[src/rtl/level_history_scroller.sv]
// Scrolling bar-graph history of the water level for the 8x8 bicolour matrix.
// Each shift moves the image one column left and enters a bar for the latched
// level at column 7; bars at or above ALARM_LEVEL go to the red frame.
module level_history_scroller #(
  parameter int SHIFT_DIV   = 1000,
  parameter int ALARM_LEVEL = 6
) (
  input  logic        clk,
  input  logic        rst,
  input  logic        level_valid,
  input  logic [3:0]  level,
  input  logic        freeze,
  input  logic        clear,
  output logic [63:0] PICTURE_R,
  output logic [63:0] PICTURE_G,
  output logic        shift_pulse,
  output logic        alarm
);

  localparam int               DIV_W    = $clog2(SHIFT_DIV);
  localparam logic [DIV_W-1:0] DIV_LAST = DIV_W'(SHIFT_DIV - 1);

  logic [63:0]      pic_r_q, pic_r_d;
  logic [63:0]      pic_g_q, pic_g_d;
  logic [DIV_W-1:0] div_q, div_d;
  logic [3:0]       lvl_q, lvl_d;
  logic             pulse_q, pulse_d;
  logic             alarm_q, alarm_d;
  logic [7:0]       bar;

  // Samples above full scale are shown as a full column.
  function automatic logic [3:0] clamp_level(input logic [3:0] l);
    return (l > 4'd8) ? 4'd8 : l;
  endfunction

  function automatic logic is_alarm(input logic [3:0] l);
    return (int'(l) >= ALARM_LEVEL);
  endfunction

  // Bit r set when row r is lit: rows 7 down to 8-L, growing from the bottom.
  function automatic logic [7:0] bar_rows(input logic [3:0] l);
    logic [7:0] rows;
    for (int r = 0; r < 8; r++) begin
      rows[r] = ((r + int'(l)) >= 8);
    end
    return rows;
  endfunction

  // Column c takes column c+1 in every row; col7 bit r becomes the new column 7 of row r.
  function automatic logic [63:0] scroll(input logic [63:0] frame, input logic [7:0] col7);
    logic [63:0] f;
    for (int r = 0; r < 8; r++) begin
      f[8*r +: 8] = {col7[r], frame[8*r+1 +: 7]};
    end
    return f;
  endfunction

  // Next state: level latch, divider, and the shift/clear frame update.
  always_comb begin
    lvl_d   = level_valid ? clamp_level(level) : lvl_q;
    alarm_d = is_alarm(lvl_d);
    pic_r_d = pic_r_q;
    pic_g_d = pic_g_q;
    div_d   = div_q;
    pulse_d = 1'b0;
    bar     = bar_rows(lvl_q);
    if (clear) begin
      pic_r_d = '0;
      pic_g_d = '0;
      div_d   = '0;
    end else if (!freeze) begin
      if (div_q == DIV_LAST) begin
        // The bar uses the value latched before this edge, even if a strobe arrives now.
        div_d   = '0;
        pulse_d = 1'b1;
        pic_r_d = scroll(pic_r_q, is_alarm(lvl_q) ? bar : 8'h00);
        pic_g_d = scroll(pic_g_q, is_alarm(lvl_q) ? 8'h00 : bar);
      end else begin
        div_d = div_q + 1'b1;
      end
    end
  end

  // State registers with immediate asynchronous reset.
  always_ff @(posedge clk or posedge rst) begin
    if (rst) begin
      pic_r_q <= '0;
      pic_g_q <= '0;
      div_q   <= '0;
      lvl_q   <= '0;
      pulse_q <= 1'b0;
      alarm_q <= 1'b0;
    end else begin
      pic_r_q <= pic_r_d;
      pic_g_q <= pic_g_d;
      div_q   <= div_d;
      lvl_q   <= lvl_d;
      pulse_q <= pulse_d;
      alarm_q <= alarm_d;
    end
  end

  assign PICTURE_R   = pic_r_q;
  assign PICTURE_G   = pic_g_q;
  assign shift_pulse = pulse_q;
  assign alarm       = alarm_q;

endmodule

[config.mk]
export PLATFORM = sky130hd
export DESIGN_NAME = level_history_scroller
export DESIGN_NICKNAME = d
export VERILOG_FILES = /design/src/rtl/level_history_scroller.sv
export SDC_FILE = /design/constraint.sdc
export NUM_CORES = 1
export LEC_CHECK = 0
export BUFFER_PORTS_ARGS = -buffer_cell sky130_fd_sc_hd__buf_4
export CAP_MARGIN = 15
export CORE_MARGIN = 3
export CORE_UTILIZATION = 46
export DETAILED_ROUTE_END_ITERATION = 10
export HOLD_SLACK_MARGIN = 0.08
export PLACE_DENSITY = 0.74
export SLEW_MARGIN = 10
export SYNTH_ARGS = -nofsm -noshare
export SYNTH_HDL_FRONTEND = slang
export SYNTH_SLANG_ARGS = --single-unit
[constraint.sdc]
create_clock -name clk -period 5.17 [get_ports clk]
set_input_delay 1.034 -clock clk [delete_from_list [all_inputs] [get_ports clk]]
set_output_delay 1.034 -clock clk [all_outputs]
set_load 0.01 [all_outputs]
==> metrics.sh <==
ROUTABILITYCONGESTION=0.819
POSTCTSSETUPREPAIRBUFS=0
CRITPATHKIND='in -> reg'
POWER.LEAKAGE_nW=3.57
CHIPWIDTH_UM=114
ROW_COUNT=38
NUM_VIAS=3863
FINAL-HOLD-VIOLATION-COUNT=0
TIMING.CRITICAL_PATH.TO_TYPE='flop'
DRIVE_ABOVE_1_SHARE=0.342
CTS.REPORTEDPATHS.CLKPINSLEW_NS=0.06
SYNTHCELLS=374
SYNTH_CELL_TYPE_COUNT=39
REGTOREGSTARTPOINT='div_q[4]$_DFFE_PP0P_'
MOST_USED_CELLS_IN_THE_LAYOUT_EXCLUDING_FILL_AND_TAP_CELLS='dfrtp_1, buf_4, a22o_1, clkbuf_16, a21oi_1'
CRITICAL_PATH_DATA_REQUIRED_TIME_NS=5.51
WORST_PIN_SLEW_NS=1.10
GR-USAGE-ALL-LAYERS=0.188
CTS_BUFFER_DEPTH=2
CTS-HTREE-LEVELS=4
MAXIMUM_NUMBER_OF_PINS_ON_ONE_NET_BEFORE_GLOBAL_ROUTE_REPAIR=118
SYNTH-SEQ-AREA-SHARE=0.669
CLKLATENCYLATEPIN_NS=0.41
DRT_DRC_VIOLATIONS_LEFT=0
POWER_DENSITY_mW_PER_MM2=349
VDD_DROP_MAX_mV=0.202
TIMING.MAX_SLEW.REL_SLACK=0.263
TIMING.CLOCK.SKEW_NS=0.00710
FINAL_WORST_PATH_CYCLE_SHARE=0.485
DIEAREA_MM2=0.0130
TIMING.FINAL.SETUP_VIOLATIONS=0
SETUP-TNS-FINAL_NS=0
YS_SEQ_ELEMENTS=144
OUTCOME='finished, final reports clean'
INSERTEDDIODECOUNT=0
TIMING.RR.END='PICTURE_R[29]$_DFFE_PP0P_'
TOTAL_POWER_mW=2.48
GRT_PASS1_WL_UM=19600
LAYOUT.NETS=517
DPL.HPWL_UM=7560
FIRST_GLOBAL_VIAS=3763
START_UTIL=0.484
FINALMAXSLEWVIOLATIONS=0
TRITONCTS_CLOCK_TREE='built'
FMAX_MHz=399
WL_PER_CELL_UM=18.3
FLOW.AREA_GROWTH_FROM_SYNTHESIS_PCT=31.8
CTS-ROOT-BUF='clkbuf_16'
DRV.MAX_CAP_VIOLATION_COUNT=0
DRT.ANTENNA.VIOLATING_NETS=0
FINALINSTANCEAREA_MM2=0.00710
CLOCK_SINK_COUNT=144
CTS.REPAIR.RESIZED=0
SYN-NUM-NETS=384
MIN_PERIOD_NS=2.51
GRT_SETUP_UNREPAIRED='false'
IO_PINS=139
PLACED_AREA_MM2=0.00645
HOLD_CLASS='reg -> reg'
DRT_FIRST_ITER_VIOLATIONS=316
FF2FF_PATH_DEPTH=5
FINAL_COMMON_CELL='dfrtp_1'
PLACEMENT.IO_BUFFERS=138
PATH_MAX_FANOUT=67
CORE_AREA_MM2=0.0111
STARTPOINT_TYPE='primary input'
R2R_SETUP_SLACK_NS=2.93
DRT-TOTAL-WL_UM=12100
TIMING.CRITICAL_PATH.TO='PICTURE_R[29]$_DFFE_PP0P_'
NETLIST_AREA_MM2=0.00539
CTS_HOLD_BUFFERS=0
SYNTH_AREA_PER_CELL_UM2=14.4
CP_STARTPOINT='freeze'
CRITPATHARRIVALTIME_NS=2.85
NUMBER_OF_ITERATIONS_IN_THE_FIRST_DETAILED_ROUTING_PASS=4
HOLDWS_NS=0.501
TRITONCTS.NUM_BUFFERS=17
GRT_ANTENNA_BEFORE_REPAIR=0
DIE_H_UM=114
YOSYSWARNINGS=0
POST_DRT_VIA_CELL_RATIO=5.85
GLOBALROUTE.TOTALOVERFLOW=0
==> metrics by stage <==
stage / instances / util / worst slack, ns
after floorplan: 374 / - / 0.270
after global placement: 627 / 0.580 / 2.18
after detailed placement: 627 / 0.580 / 2.10
after CTS: 659 / 0.636 / 2.53
after global routing: 660 / 0.638 / 2.57
final: 660 / 0.638 / 2.66
==> synth_stat cells (all sizes together) <==
| cell | n | area, um^2 |
|---|---|---|
| dfrtp | 144 | 3600 |
| a22o | 116 | 1020 |
| buf | 26 | 183 |
| a21oi | 11 | 55.1 |
| inv | 10 | 40.0 |
| o2bb2ai | 8 | 70.1 |
| o31ai | 7 | 52.6 |
| or4 | 5 | 37.5 |
| and2 | 4 | 25.0 |
| nand3b | 4 | 30.0 |
| o21ai | 4 | 20.0 |
| nand2 | 3 | 11.3 |
| nand3 | 3 | 15.0 |
| a31oi | 2 | 12.5 |
| clkbuf | 2 | 7.51 |
| nand2b | 2 | 12.5 |
| nand4 | 2 | 27.5 |
| nor2 | 2 | 7.51 |
| nor2b | 2 | 12.5 |
| or3 | 2 | 12.5 |
| a211oi | 1 | 7.51 |
| a21o | 1 | 7.51 |
| a311o | 1 | 10.0 |
| and4b | 1 | 10.0 |
| and4bb | 1 | 12.5 |
| ha | 1 | 12.5 |
| mux2 | 1 | 11.3 |
| nand4b | 1 | 8.76 |
| nand4bb | 1 | 11.3 |
| nor3 | 1 | 5.00 |
| nor4 | 1 | 6.26 |
| o311ai | 1 | 8.76 |
| o32ai | 1 | 8.76 |
| xnor2 | 1 | 8.76 |
| xor2 | 1 | 8.76 |
==> critical path, stage by stage <==
cell     delay (ns)
buf_4          0.14
and4b_1        0.39
nand4_4        0.24
inv_4          0.47
buf_16         0.32
a22o_1         0.20
==> kinds of logic (layout without fill, tap and decap cells) <==
| group | count (synthesis) | after routing | synth area share |
|---|---|---|---|
| AO/OA/AOI/OAI | 153 | 153 | 0.235 |
| flip-flops | 144 | 144 | 0.669 |
| buffers and inverters | 38 | 184 | 0.0427 |
| AND/OR/NAND/NOR | 35 | 35 | 0.0455 |
| XOR/XNOR | 2 | 2 | 0.00325 |
| adder cells (fa/ha/maj) | 1 | 1 | 0.00232 |
| multiplexers | 1 | 1 | 0.00209 |
==> power breakdown <==
part           total, mW  switching [mW]  leakage [nW]  internal [mW]
combinational     0.0652          0.0497          1.28         0.0155
clock               1.27           0.468         0.280          0.806
sequential          1.14         0.00662          2.00           1.13
total               2.48           0.524          3.57           1.95
==> worst min path at each step <==
stage	cells past startpoint	to	start
floorplan	2	div_q[1]$_DFFE_PP0P_	div_q[1]$_DFFE_PP0P_
global placement	1	PICTURE_G[40]$_DFFE_PP0P_	PICTURE_G[40]$_DFFE_PP0P_
detailed placement	1	PICTURE_G[24]$_DFFE_PP0P_	PICTURE_G[24]$_DFFE_PP0P_
CTS	1	PICTURE_R[32]$_DFFE_PP0P_	PICTURE_R[32]$_DFFE_PP0P_
global route	1	PICTURE_G[8]$_DFFE_PP0P_	PICTURE_G[8]$_DFFE_PP0P_
finish	1	PICTURE_G[8]$_DFFE_PP0P_	PICTURE_G[8]$_DFFE_PP0P_
==> sequential cells by signal, summed over array words and instances, names as in the netlist <==
name         flops
PICTURE_R       64
PICTURE_G       64
alarm            1
lvl_q            4
div_q           10
shift_pulse      1
==> final cells by class <==
class | count | area (um^2)
clock buffers | 18 | 429
clock inverters | 14 | 191
inverters | 10 | 45.0
fillers | 854 | 4030
well taps | 140 | 175
flip-flops and latches | 144 | 3600
repair buffers | 142 | 1090
multi-input cells | 192 | 1570
==> per-layer routing <==
| layer | vias up | routed length (um) | track usage |
|---|---|---|---|
| li1 | 1716 | - | - |
| met1 | 2010 | 5610 | 0.277 |
| met2 | 117 | 5580 | 0.273 |
| met3 | 20 | 709 | 0.0502 |
| met4 | 0 | 193 | 0.0633 |
| met5 | - | 0 | 0 |
Power figures use the tool's default switching activity.
